## src/rtl/win_ser_pkg.sv

```systemverilog
// Shared types and helpers for the window serialiser.
// The state encoding and the index-width rule live here so that the
// controller and the top agree on the width of out_idx.
package win_ser_pkg;

  typedef enum logic [0:0] {
    IDLE = 1'b0,  // no window held
    EMIT = 1'b1   // window held, beats pending
  } state_t;

  // Width of a beat index: clog2(n), but never narrower than one bit.
  function automatic int idx_w(input int n);
    return (n <= 2) ? 1 : $clog2(n);
  endfunction

endpackage

```

## src/rtl/win_ser_ctrl.sv

```systemverilog
// Handshake controller for the window serialiser: two-state FSM, beat
// index counter and the ready/valid logic on both sides. Reset is
// synchronous and active-high, and it also gates the handshake outputs
// so nothing is offered or accepted while it is held.
module win_ser_ctrl
  import win_ser_pkg::*;
#(
  parameter int N = 5
) (
  input  logic                 clk,
  input  logic                 rst,
  input  logic                 in_valid,
  output logic                 in_ready,
  output logic                 out_valid,
  input  logic                 out_ready,
  output logic [idx_w(N)-1:0]  out_idx,
  output logic                 out_last,
  output logic                 load
);

  localparam int            IW   = idx_w(N);
  localparam logic [IW-1:0] LAST = IW'(N - 1);

  state_t        state;
  state_t        state_nxt;
  logic [IW-1:0] idx_nxt;
  logic          out_xfer;

  // Handshake outputs derived from the registered state.
  assign out_valid = !rst && (state == EMIT);
  assign out_last  = out_valid && (out_idx == LAST);
  assign in_ready  = !rst && ((state == IDLE) || (out_last && out_ready));
  assign load      = in_valid && in_ready;
  assign out_xfer  = out_valid && out_ready;

  // Next state and next beat index.
  always_comb begin
    // NOTE: defaults first so every path assigns both outputs; a missing
    // branch would otherwise infer a latch.
    state_nxt = state;
    idx_nxt   = out_idx;
    unique case (state)
      IDLE: begin
        if (load) begin
          state_nxt = EMIT;
          idx_nxt   = '0;
        end
      end
      EMIT: begin
        if (out_xfer) begin
          if (out_idx == LAST) begin
            // A new window loaded on the final beat continues without a bubble.
            state_nxt = load ? EMIT : IDLE;
            idx_nxt   = '0;
          end else begin
            idx_nxt = out_idx + 1'b1;
          end
        end
      end
      default: begin
        state_nxt = IDLE;
        idx_nxt   = '0;
      end
    endcase
  end

  // State and index registers.
  always_ff @(posedge clk) begin
    // NOTE: non-blocking assignments so every register samples pre-edge values.
    if (rst) begin
      state   <= IDLE;
      out_idx <= '0;
    end else begin
      state   <= state_nxt;
      out_idx <= idx_nxt;
    end
  end

endmodule

```

## src/rtl/window_serialiser.sv

```systemverilog
// Window serialiser: captures an N x N window and emits it as N beats of
// N lanes each. Default order is column c per beat (lane j = element
// j*N+c). Defining WIN_SER_ROW_MODE_EN switches to row r per beat
// (lane j = element r*N+j); timing and handshake are the same in both.
module window_serialiser
  import win_ser_pkg::*;
#(
  parameter int DATA_W = 8,
  parameter int N      = 5
) (
  input  logic                       clk,
  input  logic                       rst,
  input  logic                       in_valid,
  output logic                       in_ready,
  input  logic [N*N*DATA_W-1:0]      in_win,
  output logic                       out_valid,
  input  logic                       out_ready,
  output logic [N*DATA_W-1:0]        out_vec,
  output logic [idx_w(N)-1:0]        out_idx,
  output logic                       out_last
);

  logic                  load;
  logic [N*N*DATA_W-1:0] hold;

  win_ser_ctrl #(.N(N)) u_ctrl (
    .clk       (clk),
    .rst       (rst),
    .in_valid  (in_valid),
    .in_ready  (in_ready),
    .out_valid (out_valid),
    .out_ready (out_ready),
    .out_idx   (out_idx),
    .out_last  (out_last),
    .load      (load)
  );

  // Holding register: whole window captured on an input transfer.
  always_ff @(posedge clk) begin
    // NOTE: the holding register is cleared on reset so a discarded window
    // can never leak into a later beat.
    if (rst) begin
      hold <= '0;
    end else if (load) begin
      hold <= in_win;
    end
  end

  // Lane mux: select the N elements of the current beat, zero when idle.
  always_comb begin
    int k;
    out_vec = '0;
    k       = 0;
    if (out_valid) begin
      for (int j = 0; j < N; j++) begin
`ifdef WIN_SER_ROW_MODE_EN
        k = int'(out_idx) * N + j;
`else
        k = j * N + int'(out_idx);
`endif
        out_vec[j*DATA_W +: DATA_W] = hold[k*DATA_W +: DATA_W];
      end
    end
  end

endmodule

```

## config.mk

```make
export PLATFORM = sky130hd
export DESIGN_NAME = window_serialiser
export DESIGN_NICKNAME = d
export VERILOG_FILES = /design/src/rtl/win_ser_pkg.sv /design/src/rtl/win_ser_ctrl.sv /design/src/rtl/window_serialiser.sv
export SDC_FILE = /design/constraint.sdc
export NUM_CORES = 1
export LEC_CHECK = 0
export ABC_AREA = 1
export CAP_MARGIN = 10
export CORE_MARGIN = 2
export CORE_UTILIZATION = 30
export DETAILED_ROUTE_END_ITERATION = 10
export GPL_ROUTABILITY_DRIVEN = 0
export GPL_TIMING_DRIVEN = 0
export PLACE_DENSITY = 0.53
export SLEW_MARGIN = 20
export SYNTH_ARGS = -nofsm -noshare
export SYNTH_HDL_FRONTEND = slang
export SYNTH_SLANG_ARGS = --single-unit
```

## constraint.sdc

```tcl
create_clock -name clk -period 4.87 [get_ports clk]
set_clock_uncertainty 0.2 [all_clocks]
set_input_delay 0.974 -clock clk [delete_from_list [all_inputs] [get_ports clk]]
set_output_delay 0.974 -clock clk [all_outputs]
set_load 0.02 [all_outputs]
```

==> out/metrics.cfg, run 1 <==
[status]
status = completed

[yosys]
syn_inst = 2046
syn_area_um2 = 11980
yosys_warnings = 0
ys.flop_type = dfxtp_1
synth.avg_cell_area_um2 = 5.856
synth_top_cell_by_area = dfxtp_1
synth_commonest_cells = nand2_1 (779), nor2_1 (269), inv_1 (213)
synth_most_common_cell = nand2_1
synth_top_area_share = 0.3409
syn_nets = 2252
async_flop_share = 0
yosysUniqueCellTypes = 18
ys_top_cells_by_area = dfxtp_1 (34%), nand2_1 (24%), nand4_1 (10%)
seq_area_frac_synth = 0.3409
ys_ff_latch = 204
synth-edff-count = 0

[detailed_routing]
drc = 0
dr.pass1.iters = 5
vias_per_cell = 4.793
routed_wl_um = 47120
vias = 13720
drtAntennaViolNets = 0
drtIter0Drc = 954
avgRoutedWirePerCell_um = 16.46

[global_routing]
grt_pass1_wl_um = 72100
grt_busiest_layer = met2
grt_use_total = 0.2218
grt_pass1_vias = 13240
globalRoute.totalOverflow = 0
grt_max_degree = 14
grtUsageMet3 = 0.03364
globalRouteMet1Util = 0.2932
grt_use_met2 = 0.3744
antenna_found_initial = 2

[sta]
min_period_ns = 4.505
final-max-slew-violation-count = 0
setup_violations = 0
timing.fmax_ghz = 0.2220
rsz0062_at_grt = no
setup_tns_ns = 0
fin_ws_ns = 0.3647
fin_crit_sh = 0.9251
finalHoldViolCount = 0
tightest_slew_ns = 0.8342
max_slew_margin = 0.4439

[power]
p_total_mw = 4.946
power_density_nw_per_um2 = 309.7
p_leak_nw = 7.757
ir_worst_vdd_mv = 0.2006

[critical_path]
crit_type = flip-flop to output pin
required_ns = 3.70
end_kind = output pin
cp_num_buf_inv = 7
r2r_cells = 12
cp_cell_sequence = inv_2 > buf_2 > buf_2 > ha_1 > nand2_1 > nand2_1 > inv_2 > nor2_2 > buf_2 > nand2_1 > inv_1 > clkdlybuf4s50_1
arrival_ns = 3.33
crit_fanout = 10
reg2reg_slack_ns = 2.02
crit_path_start_kind = flip-flop
reg2reg_from = u_ctrl.out_idx[0]
critical-path-top-delay-family = buffers and inverters
rr_endpoint = hold[79]
slowest_stage = clkdlybuf4s50_1
worst_path_largest_cell_delay_ns = 0.59

[finish]
nets = 2525
area_growth_pct = 33.29
final_util = 0.4038
layoutNonFillerInstCount = 2862
diodes = 0
layout-drive-gt1-share = 0.07060

[hold_path]
min_delay_path_depth = 4
hp-class = flip-flop to flip-flop
holdPathEnd = hold[193]
min_from = hold[193]

[clocking]
ctsResizeCount = 0
clk_latency_ns = 0.52
cts_buffers = 24
cts.sinks = 204
htree_levels = 1
clk_pin_slew_ns = 0.06
cts_tree = yes
cts_root_buffer = clkbuf_16
post-cts-setup-buffers = 0
cts_max_path_buffers = 3
holdBufCountCts = 0

[run]
cap_violations = 0

[die]
die_area_um2 = 41550
die_x_um = 203.8
initial_core_util = 0.3030
fp-row-count = 73
num_io_pins = 250
dieHeight_um = 203.8
core_area_um2 = 39550

[placed_design]
dp_cells = 2818
dp_slack_ns = 0.7859
dpl.hpwl_um = 36680
port_buffers = 247

flip-flops by register name, summed over array words and instances (netlist names):
signal,cells
u_ctrl.state,1
u_ctrl.out_idx,3
hold,200
per-layer routing:
layer / up-vias / wire length [um]
li1: 6963 / -
met1: 6211 / 21020
met2: 453 / 21720
met3: 86 / 3016
met4: 4 / 1333
met5: - / 28
cell type report:
class / instances / area (um2)
Fill cell: 4382 / 23580
Sequential cell: 204 / 4084
Timing Repair Buffer: 247 / 2472
Buffer: 170 / 837.1
Inverter: 218 / 820.8
Clock inverter: 11 / 163.9
Multi-Input combinational cell: 1454 / 6240
Tap cell: 525 / 656.9
Clock buffer: 33 / 695.7
worst min-delay path, cell delays in order (launching register included):
cell,delay [ns]
dfxtp_1,0.31
inv_1,0.05
nor2_1,0.03
nand2_1,0.05
nand2_1,0.04
worst max path at each step:
stage | start | to | slack [ns] | cells past startpoint
3_3_place_gp | rst | out_vec[7] | 0.78 | 6
5_1_grt | u_ctrl.out_idx[0] | in_ready | 0.16 | 12
2_1_floorplan | rst | out_vec[23] | 1.71 | 5
4_1_cts | u_ctrl.out_idx[0] | in_ready | 0.33 | 12
6_report | u_ctrl.out_idx[0] | in_ready | 0.36 | 12
3_5_place_dp | rst | out_vec[7] | 0.79 | 6
cell families after synthesis:
group,count (synthesis),share of synthesized area
adder cells (fa/ha/maj),2,0.002088
XOR/XNOR,1,0.0007311
flip-flops,204,0.3409
AND/OR/NAND/NOR,1430,0.5092
buffers and inverters,388,0.1384
AO/OA/AOI/OAI,21,0.008772
layout by cell type, fill, tap and decap left out, drive strengths merged:
master,count
a21oi,10
nand3,178
nand2,779
o21ai,11
clkbuf,75
dfxtp,204
clkdlybuf4s50,247
clkinv,5
nand4,201
buf,128
bufinv,4
xor2,1
inv,219
nor2,272
ha,2
clkinvlp,1
power breakdown:
group / switching (mW) / leakage (nW) / internal [mW]
Clock: 0.749 / 0.424 / 1.21
Combinational: 0.718 / 5.66 / 0.446
Sequential: 0.0324 / 1.67 / 1.79
Total: 1.50 / 7.76 / 3.45
through the flow:
stage | instance area, um2 | hold WS [ns]
CTS | 15970 | 0.3225
global placement | 15110 | 0.3100
finish | 15970 | 0.3229
global route | 15970 | 0.3483
detailed placement | 15110 | 0.3106
floorplan | 11980 | 0.2951
Power figures use the tool's default switching activity.
==> run 2: changes to the inputs <==
- CTS_CLUSTER_SIZE: default -> 12
- clock period: 4.87 -> 4.85 ns (I/O delays scaled with it)
==> run 2 against run 1 <==
Compared with the run above:
- critical path depth did not move
- die area unchanged
- sequential cell count stayed put
- non-clock buffer count is the same
- cell count decreased by 0.17%
- sequential share of layout area up 0.19 points
- critical endpoint unchanged
==> out/metrics.cfg, run 2 (synthesized netlist as in run 1, its figures left out) <==
[status]
status = completed

[placed_design]
dpl.hpwl_um = 36680
port_buffers = 247
dp_slack_ns = 0.7739
place_area_um2 = 15110

[sta]
tightest_slew_ns = 0.8253
min_period_ns = 4.501
setup_tns_ns = 0
fin_crit_sh = 0.9281
finalHoldViolCount = 0
max_slew_margin = 0.4498
fin_ws_ns = 0.3488
timing.fmax_ghz = 0.2222
rsz0062_at_grt = no
final-max-slew-violation-count = 0
setup_violations = 0

[finish]
fin_area_um2 = 15850
nets = 2525
area_growth_pct = 32.32
largest_reg_flops = 200
layout-drive-gt1-share = 0.06861
fillers = 4386
final_common_cell = nand2_1
diodes = 0
final_util = 0.4009
top_register = hold
reg_top3 = hold x200, u_ctrl.out_idx x3, u_ctrl.state x1
layout_common_cells = nand2_1 (779), nor2_1 (269), clkdlybuf4s50_1 (247)

[clocking]
ctsResizeCount = 0
clk_latency_ns = 0.53
cts_root_buffer = clkbuf_16
cts_buffers = 24
cts.sinks = 204
post-cts-setup-buffers = 0
htree_levels = 1
cts_max_path_buffers = 3
holdBufCountCts = 0
cts_tree = yes
clk_pin_slew_ns = 0.06

[detailed_routing]
drtIter0Drc = 993
routed_wl_um = 46860
vias_per_cell = 4.750
dr.pass1.iters = 6
vias = 13570
avgRoutedWirePerCell_um = 16.40
drc = 0
drtAntennaViolNets = 0

[run]
cap_violations = 0

[global_routing]
globalRoute.totalOverflow = 0
grt_pass1_wl_um = 71900
globalRouteMet1Util = 0.2930
grtUsageMet3 = 0.03316
grt_pass1_vias = 13220
grt_use_met2 = 0.3731
grt_use_total = 0.2212
grt_max_degree = 13
grt_busiest_layer = met2
antenna_found_initial = 2

[critical_path]
r2r_cells = 12
crit_fanout = 10
required_ns = 3.68
crit_type = flip-flop to output pin
end_kind = output pin
reg2reg_from = u_ctrl.out_idx[0]
rr_endpoint = hold[141]
reg2reg_slack_ns = 2.00
crit_path_start_kind = flip-flop
cp_cell_sequence = inv_2 > buf_2 > buf_2 > ha_1 > nand2_1 > nand2_1 > inv_2 > nor2_2 > buf_2 > nand2_1 > inv_1 > clkdlybuf4s50_1
arrival_ns = 3.33
worst_path_largest_cell_delay_ns = 0.59
slowest_stage = clkdlybuf4s50_1

[die]
core_area_um2 = 39550
dieHeight_um = 203.8
fp-row-count = 73
die_area_um2 = 41550
num_io_pins = 250
initial_core_util = 0.3030
die_x_um = 203.8

[hold_path]
min_delay_path_depth = 4
holdPathEnd = hold[193]
min_from = hold[193]
hp-class = flip-flop to flip-flop

[power]
p_leak_nw = 7.698
power_density_nw_per_um2 = 298.3
p_total_mw = 4.729
ir_worst_vdd_mv = 0.2364

run 2: cell count changes in the layout (fill, tap and decap cells not counted):
| cell | change |
|---|---|
| clkbuf_16 | -1 |
| clkinv_2 | -3 |
| bufinv_16 | -4 |
| clkbuf_8 | +2 |
| clkinv_8 | +1 |
run 2: critical path, delay by kind of cell (launching register included):
family	cells	cell delay, ns
buffers and inverters	7	1.74
DFF	1	0.36
adders and majority gates	1	0.20
and+or+nand+nor	4	0.49
run 2: worst max path at each step:
stage                      start     endpoint  slack [ns]  cells after the start
2_1_floorplan                rst  out_vec[23]        1.70                      5
3_3_place_gp                 rst   out_vec[7]        0.77                      6
3_5_place_dp                 rst   out_vec[7]        0.77                      6
4_1_cts        u_ctrl.out_idx[0]     in_ready        0.31                     12
5_1_grt        u_ctrl.out_idx[0]     in_ready        0.13                     12
6_report       u_ctrl.out_idx[0]     in_ready        0.35                     12
run 2: stage by stage:
step	instances	hold WS, ns
finish	2857	0.3223
floorplan	2046	0.2951
global placement	2818	0.3100
global route	2857	0.3492
CTS	2857	0.3231
detailed placement	2818	0.3106
run 2: layer usage:
layer  share of wire  vias to the layer above
li1                -                     6944
met1            0.45                     6152
met2            0.46                      410
met3           0.064                       62
met5         0.00051                        -
met4           0.024                        4
run 2: power breakdown:
part / switching [mW] / internal, mW
Clock: 0.737 / 0.998
Sequential: 0.0321 / 1.80
Combinational: 0.718 / 0.447
Total: 1.49 / 3.24
run 2: layout make-up:
cell class | count | area (um2) | share of cell area
flip-flops and latches | 204 | 4084 | 0.2576
clock buffers | 34 | 698.2 | 0.04404
plain buffers | 170 | 837.1 | 0.05280
clock inverters | 5 | 45.04 | 0.002841
inverters | 218 | 820.8 | 0.05177
multi-input cells | 1454 | 6240 | 0.3936
repair buffers | 247 | 2472 | 0.1559
well taps | 525 | 656.9 | 0.04143
==> run 3: changes to the inputs <==
- CORE_MARGIN: 2 -> 8
- SLEW_MARGIN: 20 -> 25
==> run 3 against run 2 <==
Compared with the run above:
- cell count up 0.11%
- largest cell class unchanged
- combinational power about the same
- die area up 12%
- critical path type unchanged
- global-route usage shrank 2.2 points
- highest routed layer unchanged
==> out/metrics.cfg, run 3 (synthesized netlist as in run 1, its figures left out) <==
[status]
status = completed

[finish]
layout-drive-gt1-share = 0.06938
reg_top3 = hold x200, u_ctrl.out_idx x3, u_ctrl.state x1
nets = 2526
layoutNonFillerInstCount = 2860
fin_area_um2 = 15860
largest_reg_flops = 200
diodes = 0
final_util = 0.4011
top_register = hold
area_growth_pct = 32.38
layout_common_cells = nand2_1 (779), nor2_1 (269), clkdlybuf4s50_1 (247)
final_common_cell = nand2_1

[placed_design]
dp_slack_ns = 0.7902
port_buffers = 247
place_area_um2 = 15110
dp_cells = 2818
dpl.hpwl_um = 37980

[global_routing]
grt_pass1_vias = 13490
antenna_found_initial = 1
grt_max_degree = 12
grt_use_total = 0.1994
globalRoute.totalOverflow = 0
grt_pass1_wl_um = 74510

[sta]
setup_violations = 0
rsz0062_at_grt = no
tightest_slew_ns = 0.8469
finalHoldViolCount = 0
max_slew_margin = 0.4354
final-max-slew-violation-count = 0
min_period_ns = 4.509
fin_ws_ns = 0.3406
setup_tns_ns = 0
timing.fmax_ghz = 0.2218
hold-worst-slack_ns = 0.3264
fin_crit_sh = 0.9298

[detailed_routing]
dr.pass1.iters = 5
drtIter0Drc = 990
drtAntennaViolNets = 0
avgRoutedWirePerCell_um = 16.81
routed_wl_um = 48080
drc = 0
vias_per_cell = 4.721
vias = 13500

[hold_path]
holdPathEnd = hold[37]
hp-class = flip-flop to flip-flop
min_delay_path_depth = 4
min_from = hold[37]

[power]
ir_worst_vdd_mv = 0.1956
power_density_nw_per_um2 = 297.4
p_leak_nw = 7.707
p_total_mw = 4.718

[critical_path]
arrival_ns = 3.34
crit_type = flip-flop to output pin
r2r_cells = 12
end_kind = output pin
rr_endpoint = hold[32]
crit_fanout = 10
reg2reg_slack_ns = 1.99
reg2reg_from = u_ctrl.out_idx[0]
required_ns = 3.68
crit_path_start_kind = flip-flop

[clocking]
holdBufCountCts = 0
cts_buffers = 25
clk_pin_slew_ns = 0.06
cts.sinks = 204
cts_root_buffer = clkbuf_16
clk_latency_ns = 0.52
cts_tree = yes
ctsResizeCount = 0
htree_levels = 1
cts_max_path_buffers = 3
post-cts-setup-buffers = 0

[run]
cap_violations = 0

[die]
num_io_pins = 250
initial_core_util = 0.3030
dieHeight_um = 215.8
die_x_um = 215.8
core_area_um2 = 39550
die_area_um2 = 46590
fp-row-count = 73

[run 3: routing by layer]
metal	part of all wire	vias to the layer above	GRT usage
li1	-	6950	-
met1	0.45	6044	0.2617
met4	0.028	2	0.05538
met5	0.00023	-	0
met3	0.065	80	0.03846
met2	0.45	426	0.3293
[run 3: worst max-delay path: stages, from the launching register on]
cell and delay [ns]:
dfxtp_1 0.36, inv_2 0.24, buf_2 0.29, buf_2 0.26
ha_1 0.19, nand2_1 0.09, nand2_1 0.13, inv_2 0.06
nor2_2 0.21, buf_2 0.25, nand2_1 0.08, inv_1 0.06
clkdlybuf4s50_1 0.60
[run 3: worst max-delay path by stage]
stage / startpoint / to / slack [ns] / cells past startpoint
floorplan: rst / out_vec[23] / 1.70 / 5
global placement: rst / out_vec[23] / 0.74 / 6
detailed placement: rst / out_vec[7] / 0.79 / 6
CTS: u_ctrl.out_idx[0] / in_ready / 0.26 / 12
global route: u_ctrl.out_idx[0] / in_ready / 0.11 / 12
finish: u_ctrl.out_idx[0] / in_ready / 0.34 / 12
[run 3: layout make-up]
class                   count  area [um2]
repair buffers            247        2472
well taps                 525       656.9
multi-input cells        1454        6240
clock buffers              35       713.2
fillers                  4311       23690
flip-flops and latches    204        4084
inverters                 218       820.8
plain buffers             170       837.1
clock inverters             7       37.54
[run 3: report_power, final]
part | switching [mW] | internal [mW]
Sequential | 0.0326 | 1.80
Clock | 0.710 | 1.01
Combinational | 0.718 | 0.447
